`config.mk`:
```
export PLATFORM = sky130hd
export DESIGN_NAME = eager_fork_buffer
export DESIGN_NICKNAME = d
export VERILOG_FILES = /design/src/rtl/eager_fork_buffer.sv
export SDC_FILE = /design/constraint.sdc
export NUM_CORES = 1
export LEC_CHECK = 0
export BUFFER_PORTS_ARGS = -buffer_cell sky130_fd_sc_hd__buf_2
export CORE_MARGIN = 2
export CORE_UTILIZATION = 40
export CTS_CLUSTER_SIZE = 28
export DETAILED_ROUTE_END_ITERATION = 7
export GPL_TIMING_DRIVEN = 0
export PLACE_DENSITY = 0.62
export SLEW_MARGIN = 5
export SYNTH_ARGS = -nofsm -noshare
export SYNTH_HDL_FRONTEND = slang
export SYNTH_SLANG_ARGS = --single-unit
```
`constraint.sdc`:
```
create_clock -name clk_i -period 5.7 [get_ports clk_i]
set_input_delay 1.14 -clock clk_i [delete_from_list [all_inputs] [get_ports clk_i]]
set_output_delay 1.14 -clock clk_i [all_outputs]
set_load 0.05 [all_outputs]
```
`src/rtl/eager_fork_buffer.sv`:
```
// Two-entry elastic buffer feeding an eager fork: each enabled destination takes
// the head word independently, and the word retires once all of them have it.
module eager_fork_buffer #(
    parameter int DATA_WIDTH  = 32,
    parameter int NUM_OUTPUTS = 2
) (
    input  logic                   clk_i,
    input  logic                   rst_i,
    input  logic                   clr_i,
    input  logic [NUM_OUTPUTS-1:0] fork_mask_i,
    input  logic [DATA_WIDTH-1:0]  data_i,
    input  logic                   valid_i,
    output logic                   ready_o,
    output logic [DATA_WIDTH-1:0]  data_o,
    output logic [NUM_OUTPUTS-1:0] valids_o,
    input  logic [NUM_OUTPUTS-1:0] readys_i
);

    typedef enum logic [1:0] {
        EMPTY = 2'd0,
        ONE   = 2'd1,
        FULL  = 2'd2
    } state_t;

    state_t                  state;
    state_t                  state_next;
    logic [DATA_WIDTH-1:0]   head;
    logic [DATA_WIDTH-1:0]   skid;
    logic [NUM_OUTPUTS-1:0]  sent;
    logic [NUM_OUTPUTS-1:0]  sent_next;
    logic [NUM_OUTPUTS-1:0]  done;
    logic                    head_valid;
    logic                    all_done;
    logic                    acc;
    logic                    ret;
    logic                    load_head_in;
    logic                    load_head_skid;
    logic                    load_skid;

    // ready_o comes straight from the state register, so readys_i never reaches it combinationally
    assign head_valid = (state != EMPTY);
    assign ready_o    = (state != FULL);
    assign acc        = valid_i && ready_o;
    assign done       = ~fork_mask_i | sent | readys_i;
    assign all_done   = &done;
    assign ret        = head_valid && all_done;
    assign valids_o   = {NUM_OUTPUTS{head_valid}} & fork_mask_i & ~sent;
    assign data_o     = head;

    always_comb begin
        state_next     = state;
        load_head_in   = 1'b0;
        load_head_skid = 1'b0;
        load_skid      = 1'b0;
        case (state)
            EMPTY: begin
                if (acc) begin
                    state_next   = ONE;
                    load_head_in = 1'b1;
                end
            end
            ONE: begin
                if (acc && ret) begin
                    load_head_in = 1'b1;
                end else if (acc) begin
                    state_next = FULL;
                    load_skid  = 1'b1;
                end else if (ret) begin
                    state_next = EMPTY;
                end
            end
            FULL: begin
                if (ret) begin
                    state_next     = ONE;
                    load_head_skid = 1'b1;
                end
            end
            default: state_next = EMPTY;
        endcase
        sent_next = ret ? '0 : (sent | (valids_o & readys_i));
    end

    always_ff @(posedge clk_i or posedge rst_i) begin
        if (rst_i) begin
            state <= EMPTY;
            sent  <= '0;
        end else if (clr_i) begin
            state <= EMPTY;
            sent  <= '0;
        end else begin
            state <= state_next;
            sent  <= sent_next;
        end
    end

    // Data registers stay at their last value when not loaded, so data_o holds after retire
    always_ff @(posedge clk_i or posedge rst_i) begin
        if (rst_i) begin
            head <= '0;
            skid <= '0;
        end else if (clr_i) begin
            head <= '0;
            skid <= '0;
        end else begin
            if (load_head_in) begin
                head <= data_i;
            end else if (load_head_skid) begin
                head <= skid;
            end
            if (load_skid) begin
                skid <= data_i;
            end
        end
    end

endmodule
```
==> reports/metrics.cfg <==
[status]
outcome = completed

[synthesis]
synth_cell_type_count = 27
ys_ff_latch = 68
yosysTopAreaCellShare_pct = 48.28
netlist_area_um2 = 3525
synth_area_per_cell_um2 = 12.45
synth_area_leader_cell = dfrtp_1
yosys_warnings = 0
synthCells = 283
synth_edf_count = 0
syn_nets = 323
yosysSeqAreaShare_pct = 48.28
ys_top_cells_by_area = dfrtp_1 48%, mux2_4 13%, nand2b_1 12%
ys.flop_type = dfrtp_1
synthArstFlopShare_pct = 100.0

[clock_tree]
cts_max_path_buffers = 2
hold_buffers = 0
clock-sinks = 68
cts_tree = done
cts_max_level = 3
postCtsSetupBuffers = 0
clkSlewWorstSetupHoldPaths_ns = 0.08
clk_latency_ns = 0.34
cts-root-buf = clkbuf_8
numCtsBuffers = 9
cts_resized = 0

[worst_hold_path]
worst_hold_path.num_cells = 1
min_from = data_o[1]$_DFFE_PP0P_
min_to = data_o[1]$_DFFE_PP0P_
hp-class = flip-flop to flip-flop

[worst_setup_path]
r2r_slack_ns = 3.69
cp_data_required_time_ns = 4.56
reg2reg_to = skid[27]$_DFFE_PP0P_
crit_fanout = 5
end_kind = output port
critPathArrivalTime_ns = 1.64
cp-start-kind = primary input
rr_startpoint = sent[1]$_DFF_PP0_
crit_type = primary input to output port
reg2regPathDepth = 5

[pwr]
internal-power_uw = 798.5
ir_drop_v = 0.0001696
leakage_uw = 0.002164
switching_share_pct = 30.29
power.density_nw_per_um2 = 270.2
combPwrFrac_pct = 21.0
clkPwrFrac_pct = 33.4
power.net_switching_uw = 346.9
pwr-share-seq_pct = 45.5

[place]
detailed_place_hpwl_um = 5247
placedCellCount = 465
placed_area_um2 = 4055
gp_congestion = 0.8151
numPortBuffers = 73

[layout]
n_antenna_cell = 0
final_cell_area_um2 = 4239
multi_input_area_um2 = 1714
fillerInstances = 804
drive_above_1_share_pct = 36.46
stdcell_count = 481
areaGrowthSynthToFinish_pct = 20.27
fin_util_pct = 49.09
fin_nets = 408
seq_area_um2 = 1702

[routing]
first_pass_iters = 4
wl_per_cell_um = 15.86
vias_per_cell = 5.067
drc = 0
final_antenna_net_count = 0
wl_um = 7628
drtIter0Drc = 112
vias = 2437

[floorplanning]
rows = 34
initial_utilization_pct = 40.81
die_x_um = 97.87
ios = 75
die_h_um = 97.87
core_area_um2 = 8636
die-area_um2 = 9579

[global_routing]
grt_pass1_wl_um = 12720
grt.total_usage_pct = 16.68
overflow = 0
antenna_found_initial = 0
grt_pass1_vias = 2444
grt_max_degree = 55

[timing]
rsz0062_at_grt = no
slew_headroom_pct = 64.01
final.setup_skew_ns = 0.007821
drv_slew = 0
finalSetupTns_ns = 0
tightest_slew_ns = 0.5399
finalCritPeriodShare_pct = 48.81
max_freq_mhz = 359.5
final.min_clock_period_ns = 2.782
hold_viol = 0
holdWs_ns = 0.5090
setup_viol = 0

[job]
cap_violations = 0

[kinds of logic (layout without fill, tap and decap cells)]
kind of cell / after synthesis / after routing / share of synthesized area [%]
and+or+nand+nor: 87 / 87 / 16.12
DFF: 68 / 68 / 48.28
muxes: 64 / 64 / 22.51
AOI/OAI and AO/OA: 42 / 42 / 10.01
buffers and inverters: 22 / 112 / 3.088
[worst max-delay path, stage by stage]
cell and delay (ns):
buf_2 0.11, nand2_1 0.05, nor2_1 0.08, buf_2 0.26
[power by group through the flow]
| stage | sequential (uW) | clock [uW] | combinational, uW |
|---|---|---|---|
| 3_3_place_gp | 530 | 0 | 239 |
| 6_report | 522 | 383 | 241 |
| 4_1_cts | 522 | 394 | 244 |
| 3_5_place_dp | 531 | 0 | 244 |
| 2_1_floorplan | 588 | 0 | 119 |
| 5_1_grt | 525 | 417 | 258 |
[registers in the layout, summed over array words and instances, names as in the netlist]
name and count:
sent 2, state 2, skid 32, data_o 32
[per-stage QoR]
| step | power [uW] | setup WS (ns) |
|---|---|---|
| floorplan | 707.0 | 2.736 |
| global placement | 769.2 | 1.885 |
| detailed placement | 774.4 | 2.790 |
| CTS | 1160 | 2.915 |
| global route | 1199 | 2.843 |
| finish | 1145 | 2.918 |
[synthesized netlist by cell type, types with 2 or more instances]
cell / n
buf_6: 3
mux2_2: 2
nor2_1: 5
and4bb_2: 2
mux2i_1: 32
clkbuf_1: 15
a31oi_1: 3
nor3b_2: 2
a211oi_1: 3
a22o_1: 32
buf_2: 3
or3b_2: 2
nand2b_1: 66
dfrtp_1: 68
mux2_4: 30
nand2_1: 4
[placed cells by master, fill, tap and decap left out, types with 2 or more instances in the layout]
master    netlist  routed
mux2_4         30      30
clkinv_2        0       3
buf_6           3       3
a31oi_1         3       3
buf_2           3      76
a22o_1         32      32
nand2_1         4       4
nor3b_2         2       2
nand2b_1       66      66
a211oi_1        3       3
or3b_2          2       2
clkbuf_1       15      17
nor2_1          5       5
and4bb_2        2       2
dfrtp_1        68      68
mux2i_1        32      32
clkbuf_8        0       9
mux2_2          2       2
[layer usage]
layer  wire length (um)  share of wire, %  GRT usage, %  vias to the layer above
met5                  0                 0             0                        -
met4                 67              0.88         4.167                        0
met3                394               5.2         4.868                        7
met2               3478                46         25.40                       71
met1               3687                48         23.54                     1190
li1                   -                 -             -                     1169
[layout make-up]
cell class | count | area share [%]
multi-input cells | 193 | 40.44
well taps | 108 | 3.188
flip-flops and latches | 68 | 40.14
repair buffers | 74 | 9.268
inverters | 1 | 0.1476
clock buffers | 11 | 3.099
plain buffers | 21 | 2.479
clock inverters | 5 | 1.240
[worst max path at each step]
stage	startpoint	to	slack, ns	cells after the start
floorplan	fork_mask_i[0]	valids_o[0]	2.74	2
global placement	rst_i	sent[1]$_DFF_PP0_	1.88	2
detailed placement	clr_i	data_o[30]$_DFFE_PP0P_	2.79	6
CTS	fork_mask_i[0]	valids_o[0]	2.92	4
global route	state[0]$_DFFE_PP0P_	valids_o[0]	2.84	5
finish	fork_mask_i[0]	valids_o[0]	2.92	4
(Power assumes the default switching activity.)
